[config.mk]
export PLATFORM = sky130hd
export DESIGN_NAME = pipe_ctrl_flat
export DESIGN_NICKNAME = d
export VERILOG_FILES = /design/src/rtl/pipe_pkg.sv /design/src/rtl/pipe_ctrl_if.sv /design/src/rtl/hazard_dec.sv /design/src/rtl/pipe_ctrl.sv /design/src/flat_wrapper.sv
export SDC_FILE = /design/constraint.sdc
export NUM_CORES = 1
export LEC_CHECK = 0
export BUFFER_PORTS_ARGS = -buffer_cell sky130_fd_sc_hd__buf_2
export CORE_MARGIN = 1
export CORE_UTILIZATION = 34
export DETAILED_ROUTE_END_ITERATION = 10
export HOLD_SLACK_MARGIN = 0.1
export PLACE_DENSITY = 0.79
export RECOVER_POWER = 25
export SKIP_CTS_REPAIR_TIMING = 1
export SYNTH_ARGS = -nofsm -noshare
export SYNTH_HDL_FRONTEND = slang
export SYNTH_SLANG_ARGS = --single-unit
[constraint.sdc]
create_clock -name clk -period 2.6 [get_ports clk]
set_clock_uncertainty 0.15 [all_clocks]
set_input_delay 0.13 -clock clk [delete_from_list [all_inputs] [get_ports clk]]
set_output_delay 0.13 -clock clk [all_outputs]
set_load 0.005 [all_outputs]
[src/rtl/pipe_pkg.sv]
// -----------------------------------------------------------------------------
// pipe_pkg
// Shared constants for the pipeline controller: instruction field positions,
// opcode/aluop encodings, controller FSM state codes and the decode bundle
// returned by hazard_dec.
// -----------------------------------------------------------------------------
package pipe_pkg;

  // Instruction field positions
  localparam int OPC_MSB = 31;
  localparam int OPC_LSB = 27;
  localparam int RD_LSB  = 22;
  localparam int RS_LSB  = 17;
  localparam int RT_LSB  = 12;
  localparam int ALU_MSB = 6;
  localparam int ALU_LSB = 2;

  // Opcode / aluop encodings
  localparam logic [4:0] OP_ALU  = 5'b00000;
  localparam logic [4:0] OP_LW   = 5'b01000;
  localparam logic [4:0] ALU_MUL = 5'b00110;
  localparam logic [4:0] ALU_DIV = 5'b00111;

  // Controller FSM states
  localparam logic [1:0] S_IDLE = 2'd0;
  localparam logic [1:0] S_RUN  = 2'd1;
  localparam logic [1:0] S_DONE = 2'd2;

  // Decode results for the instruction pair in F/D and D/X
  typedef struct packed {
    logic load_use;
    logic is_mul;
    logic is_div;
  } dec_t;

endpackage

[src/rtl/pipe_ctrl_if.sv]
// -----------------------------------------------------------------------------
// pipe_ctrl_if
// Bundle between the datapath (master) and the pipeline controller (slave).
//   master drives : ir_fd, ir_dx, ir_xm, br_taken, md_ready, md_exc
//   slave drives  : ena_pc/fd/dx/xm, clrn_fd/dx/xm, md_mul, md_div,
//                   md_busy, md_err, stall_cnt
// -----------------------------------------------------------------------------
interface pipe_ctrl_if;
  logic [31:0] ir_fd;
  logic [31:0] ir_dx;
  logic [31:0] ir_xm;
  logic        br_taken;
  logic        md_ready;
  logic        md_exc;
  logic        ena_pc;
  logic        ena_fd;
  logic        ena_dx;
  logic        ena_xm;
  logic        clrn_fd;
  logic        clrn_dx;
  logic        clrn_xm;
  logic        md_mul;
  logic        md_div;
  logic        md_busy;
  logic        md_err;
  logic [15:0] stall_cnt;

  modport master (
    output ir_fd, ir_dx, ir_xm, br_taken, md_ready, md_exc,
    input  ena_pc, ena_fd, ena_dx, ena_xm, clrn_fd, clrn_dx, clrn_xm,
    input  md_mul, md_div, md_busy, md_err, stall_cnt
  );

  modport slave (
    input  ir_fd, ir_dx, ir_xm, br_taken, md_ready, md_exc,
    output ena_pc, ena_fd, ena_dx, ena_xm, clrn_fd, clrn_dx, clrn_xm,
    output md_mul, md_div, md_busy, md_err, stall_cnt
  );
endinterface

[src/rtl/hazard_dec.sv]
// -----------------------------------------------------------------------------
// hazard_dec
// Combinational decode of the F/D and D/X instruction words.
//   i_ir_fd : instruction in F/D
//   i_ir_dx : instruction in D/X
//   o_dec   : load_use (lw in D/X feeds rs/rt of F/D), is_mul, is_div (D/X)
// -----------------------------------------------------------------------------
module hazard_dec
  import pipe_pkg::*;
#(
  parameter int REG_W = 5
) (
  input  logic [31:0] i_ir_fd,
  input  logic [31:0] i_ir_dx,
  output dec_t        o_dec
);

  logic [4:0]       w_op_dx;
  logic [4:0]       w_alu_dx;
  logic [REG_W-1:0] w_rd_dx;
  logic [REG_W-1:0] w_rs_fd;
  logic [REG_W-1:0] w_rt_fd;
  logic             w_unused;

  assign w_op_dx  = i_ir_dx[OPC_MSB:OPC_LSB];
  assign w_alu_dx = i_ir_dx[ALU_MSB:ALU_LSB];
  assign w_rd_dx  = i_ir_dx[RD_LSB +: REG_W];
  assign w_rs_fd  = i_ir_fd[RS_LSB +: REG_W];
  assign w_rt_fd  = i_ir_fd[RT_LSB +: REG_W];

  assign o_dec.is_mul = (w_op_dx == OP_ALU) && (w_alu_dx == ALU_MUL);
  assign o_dec.is_div = (w_op_dx == OP_ALU) && (w_alu_dx == ALU_DIV);
  // r0 is hard-wired zero, so a load into it never creates a dependency
  assign o_dec.load_use = (w_op_dx == OP_LW) && (w_rd_dx != '0) &&
                          ((w_rd_dx == w_rs_fd) || (w_rd_dx == w_rt_fd));

  // Remaining instruction bits are not needed for hazard detection
  assign w_unused = ^{i_ir_fd, i_ir_dx};

endmodule

[src/rtl/pipe_ctrl.sv]
// -----------------------------------------------------------------------------
// pipe_ctrl
// Pipeline stall/flush controller with multiply/divide sequencing.
//   clk   : clock, rising edge
//   clrn  : asynchronous active-low reset
//   bus   : pipe_ctrl_if.slave (instruction words, branch/md status in;
//           latch enables, latch clears, md start pulses, status out)
// Parameters: MD_TIMEOUT (watchdog limit in RUN cycles), REG_W (reg field).
// Optional feature: define PIPE_CTRL_WDOG_EN to enable the RUN watchdog that
// sets md_err and abandons the operation after MD_TIMEOUT cycles.
// -----------------------------------------------------------------------------
module pipe_ctrl
  import pipe_pkg::*;
#(
  parameter int MD_TIMEOUT = 40,
  parameter int REG_W      = 5
) (
  input logic        clk,
  input logic        clrn,
  pipe_ctrl_if.slave bus
);

  dec_t        w_dec;
  logic [1:0]  r_state;
  logic [1:0]  w_state_nxt;
  logic        r_skip;
  logic [15:0] r_stall_cnt;
  logic        w_flush;
  logic        w_start;
  logic        w_timeout;
  logic        w_ena_pc, w_ena_fd, w_ena_dx, w_ena_xm;
  logic        w_clr_fd, w_clr_dx, w_clr_xm;
  logic        w_mul, w_div;
  logic        w_unused;

  hazard_dec #(.REG_W(REG_W)) u_hazard_dec (
    .i_ir_fd (bus.ir_fd),
    .i_ir_dx (bus.ir_dx),
    .o_dec   (w_dec)
  );

  // A branch resolved while the md unit runs belongs to a frozen X stage
  assign w_flush = bus.br_taken && (r_state != S_RUN);
  // r_skip masks the first cycle after reset: D/X may hold a stale mul/div
  assign w_start = (r_state == S_IDLE) && !r_skip && !w_flush &&
                   (w_dec.is_mul || w_dec.is_div);

  // Next-state and pipeline control decode
  always_comb begin
    w_state_nxt = r_state;
    w_ena_pc = 1'b1; w_ena_fd = 1'b1; w_ena_dx = 1'b1; w_ena_xm = 1'b1;
    w_clr_fd = 1'b1; w_clr_dx = 1'b1; w_clr_xm = 1'b1;
    w_mul = 1'b0; w_div = 1'b0;
    case (r_state)
      S_IDLE: begin
        if (w_flush) begin
          w_clr_fd = 1'b0;
          w_clr_dx = 1'b0;
        end else if (w_start) begin
          // Freeze from the start cycle on so the operands stay put
          w_ena_pc = 1'b0; w_ena_fd = 1'b0; w_ena_dx = 1'b0; w_ena_xm = 1'b0;
          w_clr_xm = 1'b0;
          w_mul = w_dec.is_mul;
          w_div = w_dec.is_div;
          w_state_nxt = S_RUN;
        end else if (w_dec.load_use) begin
          w_ena_pc = 1'b0;
          w_ena_fd = 1'b0;
          w_clr_dx = 1'b0;
        end else begin
          w_state_nxt = S_IDLE;
        end
      end
      S_RUN: begin
        w_ena_pc = 1'b0; w_ena_fd = 1'b0; w_ena_dx = 1'b0; w_ena_xm = 1'b0;
        w_clr_xm = 1'b0;
        if (bus.md_ready) begin
          w_state_nxt = S_DONE;
        end else if (w_timeout) begin
          // Bubble D/X so the abandoned mul/div is not restarted from IDLE
          w_ena_dx = 1'b1;
          w_clr_dx = 1'b0;
          w_state_nxt = S_IDLE;
        end else begin
          w_state_nxt = S_RUN;
        end
      end
      S_DONE: begin
        // Everything advances: X/M captures the result, D/X moves on
        if (w_flush) begin
          w_clr_fd = 1'b0;
          w_clr_dx = 1'b0;
        end else begin
          w_clr_fd = 1'b1;
        end
        w_state_nxt = S_IDLE;
      end
      default: begin
        w_state_nxt = S_IDLE;
      end
    endcase
  end

  // FSM state, post-reset start mask and saturating stall counter
  always_ff @(posedge clk or negedge clrn) begin
    if (!clrn) begin
      r_state     <= S_IDLE;
      r_skip      <= 1'b1;
      r_stall_cnt <= 16'd0;
    end else begin
      r_state <= w_state_nxt;
      r_skip  <= 1'b0;
      if (!w_ena_pc && (r_stall_cnt != 16'hFFFF)) begin
        r_stall_cnt <= r_stall_cnt + 16'd1;
      end else begin
        r_stall_cnt <= r_stall_cnt;
      end
    end
  end

`ifdef PIPE_CTRL_WDOG_EN
  localparam int WD_W = $clog2(MD_TIMEOUT + 1);
  logic [WD_W-1:0] r_wd_cnt;
  logic            r_md_err;

  assign w_timeout = (r_state == S_RUN) && !bus.md_ready &&
                     (r_wd_cnt == WD_W'(MD_TIMEOUT - 1));

  // Watchdog: counts RUN cycles, latches a sticky error on expiry
  always_ff @(posedge clk or negedge clrn) begin
    if (!clrn) begin
      r_wd_cnt <= '0;
      r_md_err <= 1'b0;
    end else begin
      if ((r_state == S_RUN) && !bus.md_ready) begin
        r_wd_cnt <= r_wd_cnt + WD_W'(1);
      end else begin
        r_wd_cnt <= '0;
      end
      if (w_timeout) begin
        r_md_err <= 1'b1;
      end else begin
        r_md_err <= r_md_err;
      end
    end
  end

  assign bus.md_err = r_md_err;
  assign w_unused   = ^{bus.ir_xm, bus.md_exc};
`else
  assign w_timeout  = 1'b0;
  assign bus.md_err = 1'b0;
  assign w_unused   = ^{bus.ir_xm, bus.md_exc, 32'(MD_TIMEOUT)};
`endif

  // During reset the latches are held clear while their enables stay on
  assign bus.ena_pc    = !clrn || w_ena_pc;
  assign bus.ena_fd    = !clrn || w_ena_fd;
  assign bus.ena_dx    = !clrn || w_ena_dx;
  assign bus.ena_xm    = !clrn || w_ena_xm;
  assign bus.clrn_fd   = clrn && w_clr_fd;
  assign bus.clrn_dx   = clrn && w_clr_dx;
  assign bus.clrn_xm   = clrn && w_clr_xm;
  assign bus.md_mul    = clrn && w_mul;
  assign bus.md_div    = clrn && w_div;
  assign bus.md_busy   = (r_state == S_RUN);
  assign bus.stall_cnt = r_stall_cnt;

endmodule

[src/flat_wrapper.sv]
// flat-port wrapper written by rule: the top's interface ports become plain ports
module pipe_ctrl_flat import pipe_pkg::*;
#(
  parameter int MD_TIMEOUT = 40,
  parameter int REG_W      = 5
)
  (clk, clrn, bus_ir_fd, bus_ir_dx, bus_ir_xm, bus_br_taken, bus_md_ready, bus_md_exc, bus_ena_pc, bus_ena_fd, bus_ena_dx, bus_ena_xm, bus_clrn_fd, bus_clrn_dx, bus_clrn_xm, bus_md_mul, bus_md_div, bus_md_busy, bus_md_err, bus_stall_cnt);
  pipe_ctrl_if bus_i ();
  input logic clk;
  input logic clrn;
  input wire logic [$bits(bus_i.ir_fd)-1:0] bus_ir_fd;
  input wire logic [$bits(bus_i.ir_dx)-1:0] bus_ir_dx;
  input wire logic [$bits(bus_i.ir_xm)-1:0] bus_ir_xm;
  input wire logic [$bits(bus_i.br_taken)-1:0] bus_br_taken;
  input wire logic [$bits(bus_i.md_ready)-1:0] bus_md_ready;
  input wire logic [$bits(bus_i.md_exc)-1:0] bus_md_exc;
  output wire logic [$bits(bus_i.ena_pc)-1:0] bus_ena_pc;
  output wire logic [$bits(bus_i.ena_fd)-1:0] bus_ena_fd;
  output wire logic [$bits(bus_i.ena_dx)-1:0] bus_ena_dx;
  output wire logic [$bits(bus_i.ena_xm)-1:0] bus_ena_xm;
  output wire logic [$bits(bus_i.clrn_fd)-1:0] bus_clrn_fd;
  output wire logic [$bits(bus_i.clrn_dx)-1:0] bus_clrn_dx;
  output wire logic [$bits(bus_i.clrn_xm)-1:0] bus_clrn_xm;
  output wire logic [$bits(bus_i.md_mul)-1:0] bus_md_mul;
  output wire logic [$bits(bus_i.md_div)-1:0] bus_md_div;
  output wire logic [$bits(bus_i.md_busy)-1:0] bus_md_busy;
  output wire logic [$bits(bus_i.md_err)-1:0] bus_md_err;
  output wire logic [$bits(bus_i.stall_cnt)-1:0] bus_stall_cnt;
  assign bus_i.ir_fd = bus_ir_fd;
  assign bus_i.ir_dx = bus_ir_dx;
  assign bus_i.ir_xm = bus_ir_xm;
  assign bus_i.br_taken = bus_br_taken;
  assign bus_i.md_ready = bus_md_ready;
  assign bus_i.md_exc = bus_md_exc;
  assign bus_ena_pc = bus_i.ena_pc;
  assign bus_ena_fd = bus_i.ena_fd;
  assign bus_ena_dx = bus_i.ena_dx;
  assign bus_ena_xm = bus_i.ena_xm;
  assign bus_clrn_fd = bus_i.clrn_fd;
  assign bus_clrn_dx = bus_i.clrn_dx;
  assign bus_clrn_xm = bus_i.clrn_xm;
  assign bus_md_mul = bus_i.md_mul;
  assign bus_md_div = bus_i.md_div;
  assign bus_md_busy = bus_i.md_busy;
  assign bus_md_err = bus_i.md_err;
  assign bus_stall_cnt = bus_i.stall_cnt;
  pipe_ctrl #(.MD_TIMEOUT(MD_TIMEOUT), .REG_W(REG_W)) u_core (.clk(clk), .clrn(clrn), .bus(bus_i));
endmodule
==> run summary <==
Least-Margin Pin Slew: 554 ps
Initial DRC Count: 27
TritonCTS Buffers: 3
Asr flop ratio synth: 100%
GR Overflow Total: 0
Fin area: 1530 sq um
Setup violators final: 0
Total power draw: 0.544 mW
Nets: 283
Comb pwr share: 16.3%
GRT Resource Usage Total: 16.1%
Critical path launch point type: flip-flop
Part of the cycle the worst path needs: 83.5%
Crit end category: flip-flop
Critical Path, Cell by Cell: and3_1, and3_1, nand3_1, o21ai_2, nor2_1, mux2_2
Tmin final: 2170 ps
Crit-path slowest cell: o21ai_2
Clock transition at path regs: 100 ps
Root buf cell: clkbuf_4
Internal reg-to-reg setup slack: 430 ps
RSZ-0062 raised after global routing: no
PortBufs: 54
Yosys reg bits: 19
N_diodes: 0
Post-synthesis sequential area ratio: 40.4%
Cell family with most CP delay: simple AND/OR/NAND/NOR gates
Die area: 3710 sq um
Slew Viols, Final: 0
Antenna violations before repair: 0
Critical setup path kind: flip-flop to flip-flop
Worst VDD drop: 0.245 mV
Clock power share: 26.1%
Area Overhead vs Synth: 29.9%
Commonest cells after routing, fill and taps aside: buf_2 (53), xor2_1 (25), dfrtp_1 (18), nand2_1 (12)
Cells after synthesis: 123
Vias per cell: 4.93
Via count: 1115
Rows: 21
Worst Path Max Fanout: 13
Most common cell after layout, fill and taps aside: buf_2
Net Sw Power: 0.136 mW
DRT Pass-1 Iters: 4
Global-route wire length before repair: 4.42 mm
Final setup margin: 430 ps
Detailed placement HPWL: 2.13 mm
Wire per inst: 12.2 um
Post-Route WL: 2.76 mm
CTS tree: yes
Pwr/cell area: 355 nW/um^2
Synth Flop Type: dfrtp_1
Gpl congestion: 0.819
Fillers: 343
Detail Route Antenna Nets: 0
Die Y: 60.9 um
H-tree Lvls: 1
Clk_lat worst skew: 280 ps
DRC errors left: 0
Ys Warns: 0
Final Util: 45.9%
Avg Cell Area, Syn: 9.58 sq um
MaxCap Viol Count: 0
Worst slew margin: 63.1%
Starting Density: 35.3%
Reg power frac: 57.6%
CTS Sinks: 19
Num ports: 128
Multi-input logic area: 659 sq um
Sum Neg Setup Slack: 0 ps
Vias in the first global route: 1113
Mapped Area: 1180 sq um
Maximum clock rate: 0.461 GHz
Core area: 3340 sq um
Post-synth EDFFs: 0
Clock Path Buffers: 2
Pre-CTS setup slack: 203 ps
Cell mode on critical path: and3_1
WP buf/inv: 0
Chip width: 60.9 um
Reg area: 477 sq um
CP Data Required Time: 2630 ps
Leak: 0.839 nW
Pint: 0.408 mW
Hold Fails Final Rpt: 0
Min-delay worst type: input port to flip-flop
Area after DPL: 1480 sq um
Sw Share: 25.0%
Outcome: finished, final reports clean
Cell variety after synth: 35
WP data arrival: 2200 ps
Share of layout cells above drive strength 1: 36.7%
CP max stage delay: 460 ps
Largest net degree at the start of global routing: 23
==> power by group through the flow <==
stage	registers, mW	logic, mW	clock network (mW)
final	0.314	0.0885	0.142
after global routing	0.315	0.0993	0.163
after CTS	0.314	0.0874	0.148
after detailed placement	0.319	0.0871	0
after global placement	0.319	0.0841	0
after floorplan	0.319	0.0373	0
==> synth_stat cells, types with 2 or more instances <==
| library cell | number | area (sq um) |
|---|---|---|
| inv_1 | 2 | 7.51 |
| buf_4 | 3 | 22.5 |
| dfrtp_1 | 18 | 450 |
| xor2_1 | 25 | 219 |
| and4_1 | 3 | 26.3 |
| nand2b_1 | 2 | 12.5 |
| nor4_1 | 7 | 43.8 |
| o21ai_0 | 2 | 10.0 |
| nor2_1 | 6 | 22.5 |
| and3_1 | 4 | 25.0 |
| nor3_1 | 7 | 35.0 |
| nand2_1 | 12 | 45.0 |
| nor3_2 | 2 | 20.0 |
| nor3b_1 | 4 | 30.0 |
| nand3_1 | 6 | 30.0 |
==> per-stage QoR <==
stage,cells,hold WS (ps)
after floorplan,124,-316
after global placement,220,9.22
after detailed placement,220,7.08
after CTS,224,-308
after global routing,226,192
final,226,156
==> worst reg2reg max path: stages (launching register included) <==
cell	delay, ps
dfrtp_1	430
and3_1	220
and3_1	250
nand3_1	120
o21ai_2	460
nor2_1	140
mux2_2	290
==> cell type report <==
cell class	instances	area share (%)
clock buffers	4	1.72
repair buffers	58	19.9
flip-flops and latches	19	31.1
well taps	46	3.76
multi-input cells	97	43.1
inverters	2	0.490
==> path summary, 6_finish.rpt <==
path,from,end,depth (start not counted)
worst min-delay path,bus_ir_dx[31],u_core.r_state[0],5
worst min register to register,u_core.bus.stall_cnt[9],u_core.bus.stall_cnt[9],1
worst max register to register,u_core.bus.stall_cnt[5],u_core.bus.stall_cnt[1],6
min in group asynchronous,clrn,u_core.bus.stall_cnt[9],3
max in group asynchronous,clrn,u_core.r_skip,3
worst max-delay path,u_core.bus.stall_cnt[5],u_core.bus.stall_cnt[1],6
==> routing by layer <==
layer / global-route usage, % / up-vias / wire length [um]
met3: 5.33 / 2 / 312
met1: 18.4 / 513 / 1230
met5: 0 / - / 0
met2: 28.6 / 57 / 1210
li1: - / 543 / -
met4: 4.87 / 0 / 13
==> cells by family after synthesis <==
kind of cell               synth area share [%]
other                                     0.318
buffers and inverters                      4.25
DFF                                        40.4
adders and majority gates                  1.06
and+or+nand+nor                            29.5
AOI/OAI and AO/OA                          4.88
muxes                                     0.955
xor gates and xnor gates                   18.6
==> state kept, by name, summed over array words and instances (netlist names) <==
register,cells
u_core.bus.stall_cnt,16
u_core.r_state,2
u_core.r_skip,1
Note: power is estimated with default switching activity, not from simulation.
